==> src/rtl/hex_scan_ctrl.sv <==
// hex_scan_ctrl
//   Shares one BCD-to-seven-segment decoder across four HEX displays. A
//   one-cycle load captures a 4-digit BCD word; the controller then writes
//   one display per cycle (HEX0 first, HEX3 last) and pulses done. With
//   REFRESH_CYCLES != 0 the held word is re-scanned after that many idle
//   cycles.
//
//   Optional build macro: HEX_LZB_EN -- leading-zero blanking of HEX3..HEX1.
//
//   Ports:
//     clk              system clock, rising edge
//     rst              synchronous active-high reset
//     load             one-cycle capture/scan request (ignored unless idle)
//     value[15:0]      BCD word, [3:0] -> HEX0 ... [15:12] -> HEX3
//     HEX0..HEX3[0:6]  segments a..g, active-low, registered
//     busy             high while scanning
//     done             one-cycle pulse after HEX3 is written

// Single shared decoder: digit -> active-low segments a..g.
module hex_seg_dec (
   input  logic [3:0] digit,
   input  logic       blank,
   output logic [0:6] seg
);
   always_comb begin
      seg = 7'b1111111;
      if (!blank) begin
         case (digit)
            4'd0:    seg = 7'b0000001;
            4'd1:    seg = 7'b1001111;
            4'd2:    seg = 7'b0010010;
            4'd3:    seg = 7'b0000110;
            4'd4:    seg = 7'b1001100;
            4'd5:    seg = 7'b0100100;
            4'd6:    seg = 7'b0100000;
            4'd7:    seg = 7'b0001101;
            4'd8:    seg = 7'b0000000;
            4'd9:    seg = 7'b0000100;
            default: seg = 7'b1111111;
         endcase
      end
   end
endmodule

module hex_scan_ctrl #(
   parameter int unsigned REFRESH_CYCLES = 0
) (
   input  logic        clk,
   input  logic        rst,
   input  logic        load,
   input  logic [15:0] value,
   output logic [0:6]  HEX0,
   output logic [0:6]  HEX1,
   output logic [0:6]  HEX2,
   output logic [0:6]  HEX3,
   output logic        busy,
   output logic        done
);
   localparam int unsigned CW        = (REFRESH_CYCLES > 1) ? $clog2(REFRESH_CYCLES) : 1;
   localparam int unsigned RC_LAST_I = (REFRESH_CYCLES == 0) ? 0 : REFRESH_CYCLES - 1;
   localparam logic [CW-1:0] RC_LAST = RC_LAST_I[CW-1:0];

   typedef enum logic [1:0] {IDLE, SCAN, DONE} state_t;

   state_t          state, state_nx;
   logic [15:0]     hold;
   logic [1:0]      idx;
   logic [CW-1:0]   rcnt;
   logic [3:0][0:6] hex_q;
   logic [3:0]      lzb;
   logic [3:0]      digit;
   logic [0:6]      seg;
   logic            auto_hit;

`ifdef HEX_LZB_EN
   // Digit k blanks when it and every higher digit are zero; HEX0 never blanks.
   assign lzb[3] = (hold[15:12] == 4'd0);
   assign lzb[2] = lzb[3] && (hold[11:8] == 4'd0);
   assign lzb[1] = lzb[2] && (hold[7:4]  == 4'd0);
   assign lzb[0] = 1'b0;
`else
   assign lzb = 4'b0000;
`endif

   assign digit = hold[{idx, 2'b00} +: 4];

   hex_seg_dec u_dec (
      .digit (digit),
      .blank (lzb[idx]),
      .seg   (seg)
   );

   // Auto re-scan trigger; load wins over it in the same idle cycle.
   assign auto_hit = (REFRESH_CYCLES != 0) && (rcnt == RC_LAST);

   always_comb begin
      state_nx = state;
      case (state)
         IDLE:    if (load || auto_hit) state_nx = SCAN;
         SCAN:    if (idx == 2'd3)      state_nx = DONE;
         DONE:    state_nx = IDLE;
         default: state_nx = IDLE;
      endcase
   end

   always_ff @(posedge clk) begin
      if (rst) begin
         state <= IDLE;
         hold  <= 16'h0000;
         idx   <= 2'd0;
         rcnt  <= '0;
         hex_q <= '1;
      end else begin
         state <= state_nx;
         case (state)
            IDLE: begin
               if (load) hold <= value;
               if (state_nx == SCAN) begin
                  idx  <= 2'd0;
                  rcnt <= '0;
               end else begin
                  rcnt <= rcnt + 1'b1;
               end
            end
            SCAN: begin
               // Only the addressed display is written; the rest hold.
               hex_q[idx] <= seg;
               idx        <= idx + 2'd1;
            end
            default: ;
         endcase
      end
   end

   assign busy = (state == SCAN);
   assign done = (state == DONE);
   assign HEX0 = hex_q[0];
   assign HEX1 = hex_q[1];
   assign HEX2 = hex_q[2];
   assign HEX3 = hex_q[3];
endmodule
==> config.mk <==
export PLATFORM = sky130hd
export DESIGN_NAME = hex_scan_ctrl
export DESIGN_NICKNAME = d
export VERILOG_FILES = /design/src/rtl/hex_scan_ctrl.sv
export SDC_FILE = /design/constraint.sdc
export NUM_CORES = 1
export LEC_CHECK = 0
export CAP_MARGIN = 10
export CORE_ASPECT_RATIO = 0.6
export CORE_UTILIZATION = 30
export DETAILED_ROUTE_END_ITERATION = 8
export DONT_BUFFER_PORTS = 1
export PLACE_DENSITY = 0.51
export SLEW_MARGIN = 30
export SYNTH_ARGS = -nofsm -noshare
export SYNTH_HDL_FRONTEND = slang
export SYNTH_SLANG_ARGS = --single-unit
==> constraint.sdc <==
create_clock -name clk -period 2.3 [get_ports clk]
set_input_delay 0.345 -clock clk [delete_from_list [all_inputs] [get_ports clk]]
set_output_delay 0.345 -clock clk [all_outputs]
set_load 0.005 [all_outputs]
==> metrics.md <==
| Metric | Value |
|---|---|
| Max Cap Violations | 0 |
| R2r endpoint | HEX3[4]$_SDFFE_PP1P_ |
| Hold path start | rst |
| Area Growth Syn to Fin | 11.36% |
| N_diodes | 0 |
| Most frequent cells in the layout | dfxtp_1, nand2_1, a21oi_1 |
| Required time worst endpoint | 2.47 ns |
| Syn Area/Cell | 8.956 µm² |
| HP Class | in2reg |
| Hold Path End | hold[14]$_SDFFE_PP0P_ |
| Slew margin rel. | 0.6348 |
| RSZ-0062 raised after global routing | no |
| Mapped Nets | 268 |
| DP HPWL | 3.939 mm |
| GPL Wtd Cong | 0.7673 |
| Skew-Pair Late Insertion Delay | 0.29 ns |
| Leakage | 0.8440 nW |
| CTS HTree Levels | 2 |
| Port buffer count | 0 |
| Setup Fix Bufs, Post-CTS | 0 |
| I/O pin count | 49 |
| First-pass GRT wire length | 8.935 mm |
| CTS root buf | clkbuf_16 |
| Crit path cell chain | mux4_2 -> inv_1 -> ha_1 -> inv_1 -> mux2i_2 -> nand2_1 -> o221a_1 |
| Row count | 23 |
| Top_reg_cell synth | dfxtp_1 |
| Initial Util | 0.3165 |
| Final setup skew | 0.007914 ns |
| # hold bufs at CTS | 0 |
| Yosys top cell by area | dfxtp_1 |
| FFs w/ async S/R, synth | 0 |
| Worst reg2reg setup slack | 0.30 ns |
| PwrDens | between 700 and 800 nW/µm² |
| Post-DRT Antenna Nets | 0 |
| Synthesized area | 2158 µm² |
| CP Capture Type | register |
| Post-layout nets | roughly 270 |
| Seq/Total Area, Yosys | 0.4452 |
| Slowest stage delay, CP | 0.58 ns |
| Layout cells sized above 1 | 0.1116 |
| Total power | between 0.0015 and 0.002 W |
| Worst-path maximum fanout | 4 |
| Die Span X | 111.5 µm |
| Detail-routed via count per cell | approximately 5.2 |
| R2R cell count | 7 |
| Leading cell type in the layout, fill and taps excluded | dfxtp_1 |
| Initial DRC Count | 132 |
| Failing checks | design-rule violations |
| Post-synth EDFFs | 0 |
| Drt drc | 4 |
| Initial antenna violation count | 0 |
| Nature of the critical path startpoint | register |
| Initial DRT Pass Iterations | 8 |
| Slowest cell on the critical path | mux4_2 |
| Clock sinks | 48 |
| Die area | 7549 µm² |
| Reg2Reg Launch Point | idx[0]$_SDFFE_PP0P_ |
| Drt wl/cell | 16.23 µm |
| Period utilization | 0.8707 |
| Cells after Synth | 241 |
| Final WL | 5.341 mm |
| Post-synth cell types | 41 |
| Largest net degree at the start of global routing | 59 |
| Synth warn | 0 |
| Synth top area share | 0.4452 |
| Worst path arrival time | 2.18 ns |
| Setup Crit Path Kind | reg2reg |
| Actual slew at the worst max-slew pin | 0.5454 ns |
| Final Max Tran Viols | 0 |
| Clk pin slew, worst setup/hold paths | ~0.060 ns |
| CP dominant cell by count | inv_1 |
| Post-route setup TNS | 0 ns |
| CTS tree | built |
| Hold Vio Cnt, Final | 0 |
| CTS Buffer Depth | 2 |
| F_max | 499.4 MHz |
| Number of buffers created by CTS | 5 |
| Vias in the first global route | 1703 |
| GRT Total Usage | 0.1556 |
| Hold path cells | 1 |
| Post-CTS resize count | 0 |
| Most area-consuming cells after synthesis | dfxtp_1, a21oi_1, nand2_1 |
| Final worst path period need | about 2.0 ns |
| Status | finished with violations |
| Die Y | 67.70 µm |
| Setup violators final | 0 |
| Yosys reg bits | 48 |
| Core area | 6820 µm² |
| Worst vdd ir | 302.2 µV |
| Gr ovfl total | 0 |
| Routed vias | 1722 |
[Yosys cell counts (3+ instances only)]
cell       n
o311a_1    3
ha_1       8
nor4_1     3
a211oi_1   3
and2_1     3
nor3_1    12
a21oi_1   31
mux4_2     5
inv_1      8
nor2b_1    3
nand2_1   38
nand3_1    3
or3_1      5
clkbuf_1   9
nor2_1    12
o21ai_0    4
dfxtp_1   48
a31oi_1    6
o31ai_1    9
[cells by family after synthesis]
logic type      Yosys count  synth area share
mux                       7           0.06319
simple gates             87            0.1919
buf+inv                  22           0.04289
xor+xnor                  1          0.007538
compound gates           68            0.2029
fa+ha+maj                 8           0.04638
flops                    48            0.4452
[metrics by stage]
step                      hold slack [ns]  instance area (µm²)  std cells  setup WS, ns    util
final                              0.1366                 2404        329        0.2974  0.3524
after global routing               0.1167                 2404        329       0.07833  0.3524
after CTS                          0.1193                 2404        329        0.2844  0.3524
after detailed placement           0.4289                 2253        321        0.2968  0.3304
after global placement             0.4267                 2253        321        0.3503  0.3304
after floorplan                    0.4331                 2158        241        0.2597       -
[critical path, delay by kind of cell (launching register included)]
| kind | cells | cell delay, ns |
|---|---|---|
| compound gates | 1 | 0.24 |
| mux | 2 | 0.84 |
| buf+inv | 2 | 0.16 |
| simple gates | 1 | 0.09 |
| fa+ha+maj | 1 | 0.17 |
| flops | 1 | 0.39 |
[state kept, by name, summed over array words and instances, names as in the netlist]
| register | flops |
|---|---|
| HEX2 | 7 |
| state | 2 |
| HEX1 | 7 |
| HEX0 | 7 |
| hold | 16 |
| HEX3 | 7 |
| idx | 2 |
[worst max-delay path by stage]
| stage | from | endpoint | slack [ns] | depth (start not counted) |
|---|---|---|---|---|
| floorplan | idx[0]$_SDFFE_PP0P_ | HEX3[4]$_SDFFE_PP1P_ | 0.26 | 8 |
| global placement | idx[0]$_SDFFE_PP0P_ | HEX3[4]$_SDFFE_PP1P_ | 0.35 | 7 |
| detailed placement | idx[0]$_SDFFE_PP0P_ | HEX3[4]$_SDFFE_PP1P_ | 0.30 | 7 |
| CTS | idx[0]$_SDFFE_PP0P_ | HEX3[4]$_SDFFE_PP1P_ | 0.28 | 7 |
| global route | idx[0]$_SDFFE_PP0P_ | HEX3[4]$_SDFFE_PP1P_ | 0.08 | 7 |
| finish | idx[0]$_SDFFE_PP0P_ | HEX3[4]$_SDFFE_PP1P_ | 0.30 | 7 |
[cell type report]
class	count	area, µm²
inverters	9	33.78
repair buffers	6	45.04
clock buffers	7	142.6
flip-flops and latches	48	960.9
clock inverters	1	7.507
fillers	718	4417
multi-input cells	171	1105
well taps	87	108.9
[power breakdown]
group          internal, W  switching (W)
Combinational    0.0000790       0.000116
Sequential        0.000871      0.0000330
Clock             0.000433       0.000306
Total              0.00138       0.000455
[per-layer routing]
layer  vias to the layer above  GRT usage  wire length (µm)  share of wire
met5                         -          0                 0              0
met4                         0    0.03547                32         0.0060
met3                         5    0.06194               498          0.093
met2                        47     0.2008              1904           0.36
met1                       802     0.2325              2905           0.54
li1                        868          -                 -              -
(Power assumes the default switching activity.)
==> edit 1: new RTL, same settings <==
Register the inputs `load` and `value` before use, with the module's reset. The logic sees them one clock later. Comments in the files are not updated.
--- a/src/rtl/hex_scan_ctrl.sv
+++ b/src/rtl/hex_scan_ctrl.sv
@@ -64,2 +64,15 @@
 
+   logic load_q;
+   logic [15:0] value_q;
+
+   always_ff @(posedge clk) begin
+      if (rst) begin
+         load_q  <= '0;
+         value_q <= '0;
+      end else begin
+         load_q  <= load;
+         value_q <= value;
+      end
+   end
+
    state_t          state, state_nx;
@@ -98,3 +111,3 @@
       case (state)
-         IDLE:    if (load || auto_hit) state_nx = SCAN;
+         IDLE:    if (load_q || auto_hit) state_nx = SCAN;
          SCAN:    if (idx == 2'd3)      state_nx = DONE;
@@ -116,3 +129,3 @@
             IDLE: begin
-               if (load) hold <= value;
+               if (load_q) hold <= value_q;
                if (state_nx == SCAN) begin
Function: changed (a bounded check fails within 4 cycles, from zero or initial values and one cycle with rst high).
==> edit 1 against the original RTL <==
Synthesized area is 18% higher. Power is 57% higher. Global-route usage shrank 1.0 points. Wire length up 10%. Sequential cell count rose by 17. Cell area is 26% higher. Clock skew is 0.0019 ns lower. Count of clock-buffer cells in the layout is 3 higher. Worst setup slack worse by 0.14 ns. Via count increased by 8.9%. Sequential share of layout area increased by 3.1 points.
==> edit 1: results (changes against the original RTL) <==
Detailed routing
  – Vias per cell: 4.81 (-8.1%)
  – DRT Wirelength: 5.89 mm (+10%)
  – DRT Pass-1 Iters: 5 (-3)

Yosys
  – Mapped Nets: 302 (+13%)
  – Post-synth top flop: dfxtp_1
  – Synth Register Bits: 65 (+35%)
  – Dominant cells by area after synthesis: dfxtp_1, a21oi_1, nand2_1
  – Post-synthesis sequential area ratio: 51.0% (+6.5 points)
  – Compound-Gate Fraction of Synth Area: 16.0% (-4.3 points)
  – Syn Inst Count: 274 (+14%)
  – Top post-synthesis cells by count: dfxtp_1, nand2_1, a21oi_1
  – Xor and xnor area share after synthesis: 0.343% (-0.41 points)
  – Post-Synth Adder-Cell Area: 4.42% (-0.22 points)
  – Yosys cell types: 28 (-32%)
  – Ys async rst share: 0% (unchanged)
  – Mux contribution to synthesized area: 6.72% (+0.40 points)
  – Synth warn: 0 (unchanged)

STA
  – Clock skew: 0.00597 ns (-0.00194 ns)
  – Worst Tran Pin Value: 0.570 ns (+0.0251 ns)
  – Min Hold Slack: 0.0841 ns (-0.0524 ns)

Global route
  – First-pass GRT wire length: 9.51 mm (+6.4%)
  – Met1 Usage GRT: 19.7% (-3.5 points)
  – Met3 Usage GRT: 8.00% (+1.8 points)
  – Met2 track utilization from global routing: 18.8% (-1.3 points)
  – Vias in the first global route: 1,784 (+4.8%)
  – Antenna violations before repair: 0 (unchanged)
  – GRT Resource Usage Total: 14.5% (-1.0 points)
  – Largest net degree at the start of global routing: 74 (+25%)

Worst setup path
  – Critical Path Max Stage Delay: 0.64 ns (+0.06 ns)
  – Top Family by Delay on Critical Path: multiplexers
  – R2R Path End: HEX1[4]
  – Critical path peak fanout: 4 (unchanged)
  – Reg2reg path depth: 6 (-1)
  – Crit Reg-Reg Startpoint: idx[0]
  – Crit path DAT: 2.37 ns (+0.19 ns)
  – R2R Setup Slk: 0.15 ns (-0.14 ns)
  – CP max stage cell: mux4_1

Placement
  – GPL Wtd Cong: 0.752 (-2.0%)
  – Cell count after placement: 374 (+17%)
  – DP HPWL: 4.20 mm (+6.7%)
  – Port Buf Inserts: 0 (unchanged)

Hold path
  – Hold Path Depth: 1 (unchanged)
  – Hold endpoint: load_q
  – Hold path start: rst

Clock network
  – Clock Latency Late Sink: 0.33 ns (+0.04 ns)
  – H-tree levels: 3 (+1)
  – CTS buffer count: 9 (+4)
  – Root buffer cell: clkbuf_16

Finish
  – Final Non-Filler Cells: 390 (+19%)
  – ANT cells: 0 (unchanged)
  – Final #Nets: 305 (+14%)
  – Share of layout cells above drive strength 1: 10.3% (-0.87 points)

Run status
  – Status: complete, no violations

Power
  – NetSw: 598 µW (+32%)
  – Leakage power: 0.00109 µW (+29%)
  – Peak supply drop: 0.000351 V (+16%)
-- edit 1: stage by stage --
| stage | instance area (µm²) | worst slack [ns] | total power, µW |
|---|---|---|---|
| after floorplan | 2550 | 0.158 | 1320 |
| after global placement | 2680 | 0.153 | 1340 |
| after detailed placement | 2680 | 0.104 | 1350 |
| after CTS | 3020 | 0.0930 | 2920 |
| after global routing | 3020 | 0.0418 | 3000 |
| final | 3020 | 0.154 | 2880 |
-- edit 1: area by class of cell --
class	instances	area, µm²
Tap cell	108	135
Clock buffer	10	229
Fill cell	800	5020
Multi-Input combinational cell	186	1150
Timing Repair Buffer	8	60.1
Inverter	7	26.3
Sequential cell	65	1300
Clock inverter	6	115
-- edit 1: timing repair --
action                     CTS  global route
setup endpoints to repair    0             4
buffers inserted             0             0
gates resized for setup      0             1
-- edit 1: power groups by stage --
stage / clock network (µW) / registers (µW) / logic (µW)
floorplan: 0 / 1210 / 113
global placement: 0 / 1220 / 124
detailed placement: 0 / 1220 / 127
CTS: 1590 / 1200 / 127
global route: 1660 / 1200 / 145
finish: 1560 / 1200 / 126
-- edit 1: layer usage --
layer  vias to the layer above  share of wire, %
li1                        943                 -
met1                       883                52
met2                        41                38
met3                         9               8.6
met4                         0               1.3
met5                         -                 0
-- edit 1: worst max-delay path by stage --
stage / to / slack [ns] / cells past startpoint / start
after floorplan: HEX1[4] / 0.16 / 7 / idx[0]
after global placement: HEX0[1] / 0.15 / 6 / idx[0]
after detailed placement: HEX3[1] / 0.10 / 6 / idx[0]
after CTS: HEX0[1] / 0.09 / 6 / idx[0]
after global routing: HEX3[4] / 0.04 / 8 / idx[0]
final: HEX1[4] / 0.15 / 6 / idx[0]
==> edit 2: new RTL, config.mk and constraints unchanged <==
Made on the original files. Build with the macro `HEX_LZB_EN` defined.
--- a/src/rtl/hex_scan_ctrl.sv
+++ b/src/rtl/hex_scan_ctrl.sv
@@ -19,2 +19,4 @@
 // Single shared decoder: digit -> active-low segments a..g.
+`define HEX_LZB_EN
+
 module hex_seg_dec (
Check against the original RTL: not equivalent (Yosys sat finds a counterexample within 4 cycles, from zero or initial values and one cycle with rst high).
==> edit 2 against the original RTL <==
Wire length rose by 4.3%. Cell area fell by 0.83%. Critical path type unchanged. Power rose by 2.1%. Global-route usage fell by 0.16 points. Sequential cell count did not move. First-iteration DRC count fell by 30%. Core utilization fell by 0.29 points. The flow still finishes with violations (design-rule violations). Hold slack barely moved. Final cell count fell by 2.1%. Count of clock-buffer cells in the layout fell by 1. Synthesized area rose by 0.41%. Worst setup slack got worse by 0.12 ns.
==> edit 2: results (changes against the original RTL) <==
Run status
  – Status: finished, violations left
  – Failing checks: design-rule violations

Global route
  – First-pass GRT wire length: 8.78 mm (-1.7%)
  – Met1 Usage GRT: 21.3% (-1.9 points)
  – GRT Resource Usage Total: 15.4% (-0.16 points)
  – Largest net degree at the start of global routing: 52 (-12%)
  – Met2 track utilization from global routing: 20.7% (+0.57 points)

Finish
  – Fillers: 686 (-4.5%)
  – Share of layout cells above drive strength 1: 10.2% (-0.94 points)
  – Final Non-Filler Cells: 322 (-2.1%)
  – Sequential cell area: 962 µm² (+0.13%)
  – Final #Nets: 261 (-2.6%)

Detailed routing
  – M1 wire length: 2.61 mm (-10%)
  – 1st-iter DRT viols: 92 (-30%)
  – Vias: 1,731 (+0.52%)
  – DR WL met2: 2.10 mm (+10%)
  – DRC viols: 5 (+1)
  – DR WL met3: 792 µm (+59%)

Yosys
  – Yosys cell types: 33 (-20%)
  – Mapped Nets: 269 (+0.37%)
  – Post-synthesis sequential area ratio: 44.3% (-0.18 points)
  – Mux contribution to synthesized area: 7.10% (+0.78 points)
  – Xor and xnor area share after synthesis: 0% (-0.75 points)
  – Dominant cells by area after synthesis: dfxtp_1, a31oi_1, nor3_1
  – Compound-Gate Fraction of Synth Area: 16.6% (-3.7 points)

Power
  – Leakage power: 0.000827 µW (-2.0%)
  – Peak supply drop: 0.000293 V (-2.9%)

Placement
  – GPL Wtd Cong: 0.847 (+10%)
  – DP Area: 0.00222 mm² (-1.4%)
  – Cell count after placement: 314 (-2.2%)
  – DP HPWL: 4.04 mm (+2.5%)
  – DP Worst Slack: 0.0583 ns (-0.239 ns)

Worst setup path
  – Crit path DAT: 2.28 ns (+0.10 ns)
  – Critical path peak fanout: 12 (+8)

STA
  – Worst Tran Pin Value: 0.784 ns (+0.238 ns)

Clock network
  – Clock Latency Late Sink: 0.29 ns (about the same)
-- edit 2: changes by cell type in the layout (fill, tap and decap cells not counted), sizes merged, moves of 7 or more --
| cell | delta |
|---|---|
| a21oi | -10 |
| nor2 | -10 |
| a31oi | +22 |
| o31ai | -7 |
| nor3 | +19 |
-- edit 2: logic make-up (layout without fill, tap and decap cells) --
kind of cell               Yosys count  after routing
and+or+nand+nor                     89             89
buffers and inverters               30             23
adders and majority gates            8              8
DFF                                 48             48
AOI/OAI and AO/OA                   57             57
muxes                               10             10
-- edit 2: layout make-up --
| class | count | area share, % |
|---|---|---|
| Multi-Input combinational cell | 164 | 44.6 |
| Clock inverter | 2 | 0.630 |
| Timing Repair Buffer | 7 | 2.73 |
| Clock buffer | 6 | 5.83 |
| Sequential cell | 48 | 40.4 |
| Inverter | 8 | 1.26 |
| Tap cell | 87 | 4.57 |
-- edit 2: repair_timing --
item / in CTS / in global routing
gates resized for setup: 0 / 2
hold buffers: 0 / 0
setup endpoints to repair: 0 / 4
-- edit 2: worst max-delay path, stage by stage (launching register included) --
cell     delay [ns]
dfxtp_1        0.58
mux4_2         0.43
inv_1          0.13
ha_1           0.23
nand3_1        0.13
a32oi_2        0.35
a31oi_1        0.14
-- edit 2: where the power goes --
group | internal (µW) | switching, µW | total, µW
Combinational | 88.5 | 132 | 220
Clock | 432 | 308 | 740
Sequential | 873 | 41.6 | 915
Total | 1390 | 482 | 1880
-- edit 2: final timing paths --
| path | start | end | slack (ns) | cells past startpoint |
|---|---|---|---|---|
| max | idx[1] | HEX3[4] | 0.17 | 6 |
| min reg2reg | hold[12] | hold[12] | 0.46 | 2 |
| min | rst | idx[0] | 0.14 | 1 |
| max reg2reg | idx[1] | HEX3[4] | 0.17 | 6 |
